## src/rtl/sandbox_link_pkg.sv

```systemverilog
// Shared types and constants for the sandbox host link layer.
package sandbox_link_pkg;

    localparam int unsigned FRAME_BYTES            = 5;
    localparam int unsigned DEFAULT_TIMEOUT_CYCLES = 1000000;

    typedef enum logic [1:0] {
        RX_IDLE,
        RX_COLLECT,
        RX_HOLD,
        RX_RELEASE
    } rx_state_t;

    typedef enum logic {
        TX_IDLE,
        TX_SEND
    } tx_state_t;

endpackage

```

## src/rtl/sandbox_frame_tx.sv

```systemverilog
// Reply path: transmitData rise detect, {status, outputData} snapshot and
// 5-byte valid/ready serializer.
module sandbox_frame_tx
    import sandbox_link_pkg::*;
(
    input  logic        i_clk,
    input  logic        i_rst,
    input  logic        i_transmit,
    input  logic [7:0]  i_status,
    input  logic [31:0] i_output_data,
    input  logic        i_ready,
    output logic        o_valid,
    output logic [7:0]  o_byte,
    output logic        o_collision
);

    tx_state_t   r_state;
    logic        r_prev;
    logic [39:0] r_shift;
    logic [2:0]  r_idx;
    logic        r_valid;
    logic        r_collision;
    logic        w_rise;

    assign w_rise      = i_transmit & ~r_prev;
    assign o_valid     = r_valid;
    assign o_byte      = r_shift[39:32];
    assign o_collision = r_collision;

    always_ff @(posedge i_clk) begin
        if (i_rst) begin
            r_state     <= TX_IDLE;
            r_prev      <= 1'b0;
            r_shift     <= '0;
            r_idx       <= '0;
            r_valid     <= 1'b0;
            r_collision <= 1'b0;
        end else begin
            r_prev      <= i_transmit;
            r_collision <= 1'b0;
            case (r_state)
                TX_IDLE: begin
                    if (w_rise) begin
                        r_shift <= {i_status, i_output_data};
                        r_idx   <= '0;
                        r_valid <= 1'b1;
                        r_state <= TX_SEND;
                    end
                end
                TX_SEND: begin
                    // A rise while busy never touches the snapshot in flight.
                    if (w_rise) begin
                        r_collision <= 1'b1;
                    end
                    if (r_valid && i_ready) begin
                        r_shift <= {r_shift[31:0], 8'h00};
                        if (r_idx == 3'(FRAME_BYTES - 1)) begin
                            r_idx   <= '0;
                            r_valid <= 1'b0;
                            r_state <= TX_IDLE;
                        end else begin
                            r_idx <= r_idx + 3'd1;
                        end
                    end
                end
                default: r_state <= TX_IDLE;
            endcase
        end
    end

endmodule

```

## src/rtl/sandbox_link_controller.sv

```systemverilog
// Host-side link layer: assembles 5-byte host frames for the sandbox and
// hands reply serialization to sandbox_frame_tx.
module sandbox_link_controller
    import sandbox_link_pkg::*;
#(
    parameter int unsigned TIMEOUT_CYCLES = DEFAULT_TIMEOUT_CYCLES,
    parameter int unsigned TIMEOUT_W      = $clog2(TIMEOUT_CYCLES + 1)
) (
    input  logic        masterClock,
    input  logic        reset,
    input  logic        rxByteValid,
    input  logic [7:0]  rxByte,
    input  logic        txByteReady,
    output logic        txByteValid,
    output logic [7:0]  txByte,
    output logic        dataReceived,
    output logic [7:0]  control,
    output logic [31:0] inputData,
    input  logic        clearDR,
    input  logic        transmitData,
    input  logic [7:0]  status,
    input  logic [31:0] outputData,
    output logic        frameError,
    output logic        rxOverrun,
    output logic        txCollision
);

    rx_state_t            r_rx_state;
    logic [2:0]           r_count;
    logic [TIMEOUT_W-1:0] r_gap;
    logic [7:0]           r_control;
    logic [31:0]          r_input_data;
    logic                 r_data_received;
    logic                 r_frame_error;
    logic                 r_rx_overrun;

    assign control      = r_control;
    assign inputData    = r_input_data;
    assign dataReceived = r_data_received;
    assign frameError   = r_frame_error;
    assign rxOverrun    = r_rx_overrun;

    always_ff @(posedge masterClock) begin
        if (reset) begin
            r_rx_state      <= RX_IDLE;
            r_count         <= '0;
            r_gap           <= '0;
            r_control       <= '0;
            r_input_data    <= '0;
            r_data_received <= 1'b0;
            r_frame_error   <= 1'b0;
            r_rx_overrun    <= 1'b0;
        end else begin
            r_frame_error <= 1'b0;
            r_rx_overrun  <= 1'b0;
            case (r_rx_state)
                RX_IDLE: begin
                    if (rxByteValid) begin
                        r_control  <= rxByte;
                        r_count    <= 3'd1;
                        r_gap      <= '0;
                        r_rx_state <= RX_COLLECT;
                    end
                end
                RX_COLLECT: begin
                    // An arriving byte takes priority over an expiring gap.
                    if (rxByteValid) begin
                        r_input_data <= {r_input_data[23:0], rxByte};
                        r_gap        <= '0;
                        if (r_count == 3'(FRAME_BYTES - 1)) begin
                            r_count         <= '0;
                            r_data_received <= 1'b1;
                            r_rx_state      <= RX_HOLD;
                        end else begin
                            r_count <= r_count + 3'd1;
                        end
                    end else if (r_gap == TIMEOUT_W'(TIMEOUT_CYCLES - 1)) begin
                        r_frame_error <= 1'b1;
                        r_count       <= '0;
                        r_gap         <= '0;
                        r_rx_state    <= RX_IDLE;
                    end else begin
                        r_gap <= r_gap + 1'b1;
                    end
                end
                RX_HOLD: begin
                    if (rxByteValid) begin
                        r_rx_overrun <= 1'b1;
                    end
                    if (clearDR) begin
                        r_data_received <= 1'b0;
                        r_rx_state      <= RX_RELEASE;
                    end
                end
                RX_RELEASE: begin
                    if (rxByteValid) begin
                        r_rx_overrun <= 1'b1;
                    end
                    if (!clearDR) begin
                        r_rx_state <= RX_IDLE;
                    end
                end
                default: r_rx_state <= RX_IDLE;
            endcase
        end
    end

    sandbox_frame_tx u_frame_tx (
        .i_clk         (masterClock),
        .i_rst         (reset),
        .i_transmit    (transmitData),
        .i_status      (status),
        .i_output_data (outputData),
        .i_ready       (txByteReady),
        .o_valid       (txByteValid),
        .o_byte        (txByte),
        .o_collision   (txCollision)
    );

endmodule

```

## config.mk

```make
export PLATFORM = sky130hd
export DESIGN_NAME = sandbox_link_controller
export DESIGN_NICKNAME = d
export VERILOG_FILES = /design/src/rtl/sandbox_link_pkg.sv /design/src/rtl/sandbox_frame_tx.sv /design/src/rtl/sandbox_link_controller.sv
export SDC_FILE = /design/constraint.sdc
export NUM_CORES = 1
export LEC_CHECK = 0
export ABC_CLOCK_PERIOD_IN_PS = 3500
export CAP_MARGIN = 0
export CORE_ASPECT_RATIO = 1.75
export CORE_MARGIN = 8
export CORE_UTILIZATION = 54
export DETAILED_ROUTE_END_ITERATION = 16
export PLACE_DENSITY = 0.85
export SYNTH_ARGS = -nofsm -noshare
export SYNTH_HDL_FRONTEND = slang
export SYNTH_SLANG_ARGS = --single-unit
```

## constraint.sdc

```tcl
create_clock -name masterClock -period 3.5 [get_ports masterClock]
set_input_delay 0.7 -clock masterClock [delete_from_list [all_inputs] [get_ports masterClock]]
set_output_delay 0.7 -clock masterClock [all_outputs]
set_load 0.01 [all_outputs]
```

After elaboration in Yosys (flattened, before gate mapping)
Index checks and enable logic that the tools add are counted.
W data, S select, Z words.
- add/subtract/negate cells: 3
- equality and inequality tests: 16
- muxes and demuxes: 37
- bitwise operators: 5
- reductions and logical operators: 16
- operators with widths (cell ; number):
    $mux W40 ; 2
    $pmux W40 S2 ; 1
    $mux W20 ; 3
    $pmux W20 S2 ; 1
    $mux W3 ; 7
    $add A20 B1 Y20 const B ; 1
    $eq A20 B20 Y1 const B ; 1
    $ne A2 B2 Y1 const B ; 7
    $mux W2 ; 6
    $pmux W3 S2 ; 2
    $mux W1 ; 11
    $pmux W2 S4 ; 1
    $reduce_and A2 Y1 ; 4
    $add A3 B1 Y3 const B ; 2
    $eq A3 B3 Y1 const B ; 2
    $ne A3 B3 Y1 const B ; 2
    $pmux W1 S2 ; 3
    $reduce_and A3 Y1 ; 2
    $reduce_or A2 Y1 ; 3
    $reduce_and A5 Y1 ; 1
    $eq A2 B2 Y1 const B ; 2
    $not A1 Y1 ; 4
    $reduce_and A4 Y1 ; 1
    $reduce_bool A2 Y1 ; 2
    6 further kinds ; 6
- flip-flop bits (word level): 115
- bits of input ports: 54
- output and inout port bits: 53
- logic and storage cells: 91

Depth between registers and ports, before layout
Gate-level depths: netlist of the first run.
- word-level depth: 4
- gate-level depth with buffers: 7
- mapped depth without buffers: 7

Modules after synthesis
Synthesis of the first run repeated with hierarchy kept, for this count alone.
- cell total of the unflattened synthesis: 541
- area total of the unflattened synthesis: 5031.1 um^2
- by module, submodules not included (module ; times used ; cells each ; area an instance (um^2) ; seq. area each (um^2)):
    sandbox_link_controller ; 1 ; 337 ; 2815.2 ; 1361.3
    sandbox_frame_tx ; 1 ; 204 ; 2215.9 ; 940.9

Worst setup path before layout of the first run
Ideal clock, no wire load.
- path type: input -> register
- start point: input rxByteValid
- end point: register r_gap[10]
- library setup time: 0.064 ns
- arrival time: 2.014 ns
- data required time: 3.436 ns
- slack: 1.422 ns
- stages: 7
- buffers on the path: 2
- path through: buf_2 > or3b_1 > nand2b_1 > a21oi_4 > nor2_2 > buf_4 > nor2_1
- word-level cells in the longest chain between the ends: 2
- elaborated cells on any way between the ends: 4
- those cells by class: eq/ne: 1; mux: 2; reduce/logical: 1
- RTL lines (element ; line ; RTL):
    start, declared ; sandbox_link_controller.sv:11 ; input logic rxByteValid,
    $mux W20 / $ne A2 B2 Y1 (equally long branches) ; n/a ;
    $pmux W20 S2 / $reduce_and A2 Y1 (equally long branches) ; n/a ;
    end signal, assigned ; sandbox_link_controller.sv:83 ; r_gap <= r_gap + 1'b1;
    end, declared ; sandbox_link_controller.sv:30 ; logic [TIMEOUT_W-1:0] r_gap;
Parallel ways exist; a longest one is shown, timed or not.
A chain may end at the register's enable or synchronous reset.

Worst setup path in the final report of the first run
- start point: input rxByteValid
- end point: register r_gap[18]
The elaborated chain is that of the path after synthesis.

==> results of run 1 <==
[logic make-up after synthesis]
family,share of synthesized area [%]
AND/OR/NAND/NOR,19.5
flip-flops,48.2
AO/OA/AOI/OAI,14.5
buffers and inverters,4.82
multiplexers,9.04
XOR/XNOR,2.57
adder cells (fa/ha/maj),1.31
[routing by layer]
layer,vias up,global-route usage (%),share of wire (%)
li1,2024,-,-
met1,1960,20.3,36
met2,132,40.2,56
met3,27,7.09,4.9
met4,0,9.95,2.8
met5,-,0,0
[state kept, by name (all words and copies together) (netlist names), 3 cells and up, named ones only]
signal and flops:
u_frame_tx.r_shift 40, inputData 32, r_gap 20, control 8, r_count 3, u_frame_tx.r_idx 3
[stage by stage]
stage	power (W)	utilization [%]	instance area, um^2	cells
floorplan	0.00169	-	4770	539
global placement	0.00182	67.6	5820	725
detailed placement	0.00184	67.6	5820	725
CTS	0.00372	75.1	6470	757
global route	0.00383	75.1	6470	757
finish	0.00370	75.1	6470	757
[cell type report]
cell class / instances / area share [%]
clock buffer: 19 / 6.84
inverter: 9 / 0.522
timing repair buffer: 111 / 16.9
clock inverter: 13 / 3.21
tap: 117 / 2.26
sequential: 115 / 35.6
multi-input combinational: 373 / 34.7
[cell usage after synthesis (2+ instances only)]
master	instances
mux2i_1	42
nor2_1	77
a211oi_1	33
xor2_1	12
and3_1	6
buf_1	8
dfxtp_1	115
inv_1	9
ha_1	5
nor3b_1	2
buf_2	4
nand2_1	79
nor2b_1	2
a21oi_1	45
xnor2_1	2
nor3_1	2
clkbuf_1	21
o21ai_0	8
a22oi_1	8
or3_1	2
a22o_1	2
nand3_1	16
nand4_1	6
nor4_2	2
buf_4	9
[how the worst max path moves through the flow]
stage	endpoint	slack, ps	cells after the start
final	r_gap[18]$_SDFFE_PP0P_	1170	6
after global routing	r_gap[14]$_SDFFE_PP0P_	920	6
after CTS	r_gap[18]$_SDFFE_PP0P_	1200	6
after detailed placement	r_gap[18]$_SDFFE_PP0P_	770	6
after global placement	r_gap[18]$_SDFFE_PP0P_	860	6
after floorplan	r_gap[10]$_SDFFE_PP0P_	1420	7
[power breakdown]
| part | total (W) | switching, W | leakage [nW] | internal (W) |
|---|---|---|---|---|
| clock | 0.00188 | 0.000604 | 0.293 | 0.00128 |
| sequential | 0.00142 | 0.0000442 | 0.938 | 0.00138 |
| combinational | 0.000401 | 0.000211 | 1.09 | 0.000191 |
| total | 0.00370 | 0.000859 | 2.32 | 0.00285 |
[worst register-to-register path, cell delays in order (launching register included)]
cell and delay [ps]:
dfxtp_1 400, ha_1 250, nand3_1 280, nor4_4 490, a21oi_4 170, nor2_2 410, nor2_1 110
==> impl_metrics.toml, run 1 <==
[yosys]
synth_top_area_share_pct = 48.2
synth.distinct_cells = 47
yosys_warnings = 0
synth-seq-area-share_pct = 48.2
ys_ff_latch = 115
yosys.area.top_type = "dfxtp_1"
synthCells = 539
syn_nets = 598
synth_area_um2 = 4770
synth.area.top_cells = "dfxtp_1 (48%), mux2i_1 (8.8%), nand2_1 (6.2%)"
synth-edff-count = 0
avgSynthCellArea_um2 = 8.86
async_flop_share_pct = 0
ys.flop_type = "dfxtp_1"

[clock_tree]
cts_inserted_buffers = 17
cts-hold-fix-buffers = 0
cts-root-buf = "clkbuf_16"
cts.repair.resized = 0
path_clk_slew_ps = 50
cts_sinks = 115
ctsLongestPathBuffers = 2
post_cts_buffers = 0
htree_levels = 4
cts_tree = "yes"
clk_latency_ps = 410

[finish]
nNetsFinal = 686
final_common_cell = "dfxtp_1"
multi_input_area_um2 = 2250
drive_gt1_share_pct = 8.13
regArea_um2 = 2300
fillers = 587
final_cell_mix = "dfxtp_1 (114), clkdlybuf4s50_1 (105), nand2_1 (79)"
n_antenna_cell = 0
area_growth_pct = 35.6

[global_routing]
grt_pass1_wl_um = 20500
grt_antenna_before_repair = 0
grt_max_degree = 94
track_usage_pct = 21.6
overflow = 0
grt_pass1_vias = 4266

[timing]
setup_ws_ps = 1170
period_share_pct = 66.7
slew_headroom_pct = 33.4
tightest_slew_ps = 996
fmax_ghz = 0.428
fin_hold_ws_ps = 453
fin_tns_setup_ps = 0
drv_slew = 0
rsz0062_at_grt = "false"
fin_crit_ps = 2330
clock_skew_ps = 4.30
hold_violations = 0
setup_viol = 0

[floorplan]
ios = 107
rows = 45
fp.dieH_um = 140
initial_core_util_pct = 55.4
die_w_um = 87.1
die_area_um2 = 12200
core_area_um2 = 8610

[setup_path]
worst_ep_required_time_ps = 3780
path_max_fanout = 10
rr_startpoint = "r_gap[1]$_SDFFE_PP0P_"
path_class = "in2reg"
reg2reg_depth = 6
critical_path.top_delay_family = "simple AND/OR/NAND/NOR gates"
cp.buffers_inverters = 1
arrival_ps = 2620
critPathCaptureType = "flop"
path_cells = "clkdlybuf4s50_1 > o21bai_1 > nor4_2 > nand4_1 > xor2_1 > nor2_1"
reg2reg_setup_slack_ps = 1270
crit_slowest_cell = "clkdlybuf4s50_1"
max_stage_delay_ps = 620
critPathLaunch = "rxByteValid"
reg2reg_to = "r_gap[19]$_SDFFE_PP0P_"
start_kind = "primary input"

[placement]
dpl_worst_slack_ps = 768
dp_hpwl_um = 8400
gp_congestion = 0.856
port_buffers = 106

[flow_run]
maxCapViolCount = 0

[pwr]
peakVddDrop_mv = 0.440
leakage_nw = 2.32
p_per_area_nw_per_um2 = 572

[routing]
drc = 0
vias = 4143
wirelength_um = 12900
avgViaCountPerCell = 5.47
ant_nets = 0
drt_iter0_markers = 313
drt_first_pass_iters = 5
post_drt_wl_per_cell_um = 17.0

[min_path]
hp-class = "reg2reg"
hold_start = "u_frame_tx.r_prev$_SDFF_PP0_"
hold_end = "u_frame_tx.o_collision$_SDFF_PP0_"
whs_path_depth = 1

[outcome]
run_status = "complete, no violations"
Power figures use the tool's default switching activity.
==> run 2, diff against run 1 <==
--- a/config.mk
+++ b/config.mk
@@ -5,13 +5,13 @@
 export SDC_FILE = /design/constraint.sdc
 export NUM_CORES = 1
 export LEC_CHECK = 0
-export ABC_CLOCK_PERIOD_IN_PS = 3500
+export ABC_CLOCK_PERIOD_IN_PS = 2200
 export CAP_MARGIN = 0
 export CORE_ASPECT_RATIO = 1.75
 export CORE_MARGIN = 8
-export CORE_UTILIZATION = 54
+export CORE_UTILIZATION = 50
 export DETAILED_ROUTE_END_ITERATION = 16
-export PLACE_DENSITY = 0.85
+export PLACE_DENSITY = 0.79
 export SYNTH_ARGS = -nofsm -noshare
 export SYNTH_HDL_FRONTEND = slang
 export SYNTH_SLANG_ARGS = --single-unit
==> constraint.sdc (replaced) <==
create_clock -name masterClock -period 2.2 [get_ports masterClock]
set_input_delay 0.44 -clock masterClock [delete_from_list [all_inputs] [get_ports masterClock]]
set_output_delay 0.44 -clock masterClock [all_outputs]
set_load 0.01 [all_outputs]
==> run 2 against run 1 <==
Effect of this change:
- worst hold slack gained 0.50 ps
- sequential share of layout area shrank 0.58 points
- via count shrank 1.8%
- clock skew grew 1.8 ps
- register-to-register slack lost 1100 ps
- largest cell class unchanged
- largest power group unchanged
==> impl_metrics.toml, run 2 (synthesized netlist as in run 1, its figures left out) <==
[outcome]
run_status = "complete, no violations"

[floorplan]
ios = 107
initial_core_util_pct = 51.1
fp.dieH_um = 145
core_area_um2 = 9350
die_area_um2 = 13100
rows = 47
die_w_um = 89.9

[placement]
gp_congestion = 0.822
dpl_worst_slack_ps = 24.3
port_buffers = 106
dp_hpwl_um = 8580
placed_cells = 740

[setup_path]
path_cells = "ha_1 > nand3_1 > nor4_4 > a21oi_2 > a2111oi_4 > nor3_1"
cp.buffers_inverters = 0
critPathCaptureType = "flop"
path_class = "reg2reg"
arrival_ps = 2310
path_max_fanout = 6
critical_path.top_delay_family = "simple AND/OR/NAND/NOR gates"
max_stage_delay_ps = 450
crit_slowest_cell = "nor4_4"
start_kind = "flop"
worst_ep_required_time_ps = 2480

[global_routing]
grt_max_degree = 94
track_usage_pct = 18.9
grt_antenna_before_repair = 0
overflow = 0
grt_pass1_vias = 4165
grt_pass1_wl_um = 20000

[finish]
postLayoutCoreUtil_pct = 70.4
nNetsFinal = 696
max_flop_register = "u_frame_tx.r_shift"
regArea_um2 = 2300
instances_no_fill = 772
fillers = 701
final_common_cell = "dfxtp_1"
area_growth_pct = 37.9
multi_input_area_um2 = 2250
final_cell_mix = "dfxtp_1 (114), clkdlybuf4s50_1 (105), nand2_1 (79)"
largest_reg_flops = 40
n_antenna_cell = 0
drive_gt1_share_pct = 9.23

[clock_tree]
htree_levels = 4
path_clk_slew_ps = 50
clk_latency_ps = 410
cts_inserted_buffers = 17
cts_tree = "yes"
ctsLongestPathBuffers = 2
cts-root-buf = "clkbuf_16"
cts_sinks = 115

[pwr]
p_per_area_nw_per_um2 = 891
leakage_nw = 2.40
peakVddDrop_mv = 0.641

[routing]
ant_nets = 0
drt_first_pass_iters = 4
drc = 0
vias = 4070
avgViaCountPerCell = 5.27
wirelength_um = 12400
post_drt_wl_per_cell_um = 16.0
drt_iter0_markers = 252

[timing]
period_share_pct = 92.3
setup_viol = 0
slew_headroom_pct = 43.1
rsz0062_at_grt = "false"
setup_ws_ps = 169
drv_slew = 0
tightest_slew_ps = 849
hold_violations = 0
fin_hold_ws_ps = 453
fin_tns_setup_ps = 0
clock_skew_ps = 6.09
fmax_ghz = 0.492
fin_crit_ps = 2030

[flow_run]
maxCapViolCount = 0

[min_path]
hp-class = "reg2reg"
run 2: changes by cell type in the layout (fill, tap and decap cells not counted), sizes merged:
cell / before / now
buf: 6 / 16
clkinvlp: 7 / 1
clkinv: 1 / 5
clkbuf: 19 / 21
run 2: cell type report:
class                           count  area share (%)
Multi-Input combinational cell    373            34.2
Clock buffer                       21            6.85
Sequential cell                   115            35.0
Clock inverter                     11            2.78
Timing Repair Buffer              121            18.3
Tap cell                          122            2.32
Inverter                            9           0.513
run 2: final timing paths:
| kind | start | to | slack, ps | cells past startpoint |
|---|---|---|---|---|
| setup / recovery | r_gap[0]$_SDFFE_PP0P_ | r_rx_state[0]$_SDFFE_PP0P_ | 170 | 6 |
| hold / removal | u_frame_tx.r_prev$_SDFF_PP0_ | u_frame_tx.o_collision$_SDFF_PP0_ | 450 | 1 |
| setup reg to reg | r_gap[0]$_SDFFE_PP0P_ | r_rx_state[0]$_SDFFE_PP0P_ | 170 | 6 |
| hold reg to reg | u_frame_tx.r_prev$_SDFF_PP0_ | u_frame_tx.o_collision$_SDFF_PP0_ | 450 | 1 |
run 2: per-layer routing:
metal | up-vias | wire length [um] | track usage, %
li1 | 2063 | - | -
met3 | 27 | 458 | 5.01
met1 | 1899 | 4560 | 17.5
met2 | 81 | 6890 | 35.5
met5 | - | 0 | 0
met4 | 0 | 446 | 11.2
run 2: repair_timing:
action / 4_1_cts / 5_1_grt
hold buffers: 0 / 0
buffers inserted: 0 / 0
gates resized for setup: 0 / 1
endpoints found under the setup margin: 0 / 12
run 2: power breakdown:
| part | switching (W) | internal, W | leakage [nW] |
|---|---|---|---|
| Clock | 0.000924 | 0.00203 | 0.311 |
| Combinational | 0.000331 | 0.000326 | 1.15 |
| Sequential | 0.0000660 | 0.00219 | 0.938 |
| Total | 0.00132 | 0.00454 | 2.40 |
run 2: through the flow:
step / total power [W] / area [um^2]
after floorplan: 0.00268 / 4770
after global placement: 0.00293 / 5940
after detailed placement: 0.00295 / 5940
after CTS: 0.00591 / 6580
after global routing: 0.00607 / 6580
final: 0.00586 / 6580
==> run 3, diff against run 2 <==
--- a/config.mk
+++ b/config.mk
@@ -15,3 +15,4 @@
 export SYNTH_ARGS = -nofsm -noshare
 export SYNTH_HDL_FRONTEND = slang
 export SYNTH_SLANG_ARGS = --single-unit
+export TNS_END_PERCENT = 10
==> results of run 3 <==
Final layout, timing and power as in run 2 (identical DEF).
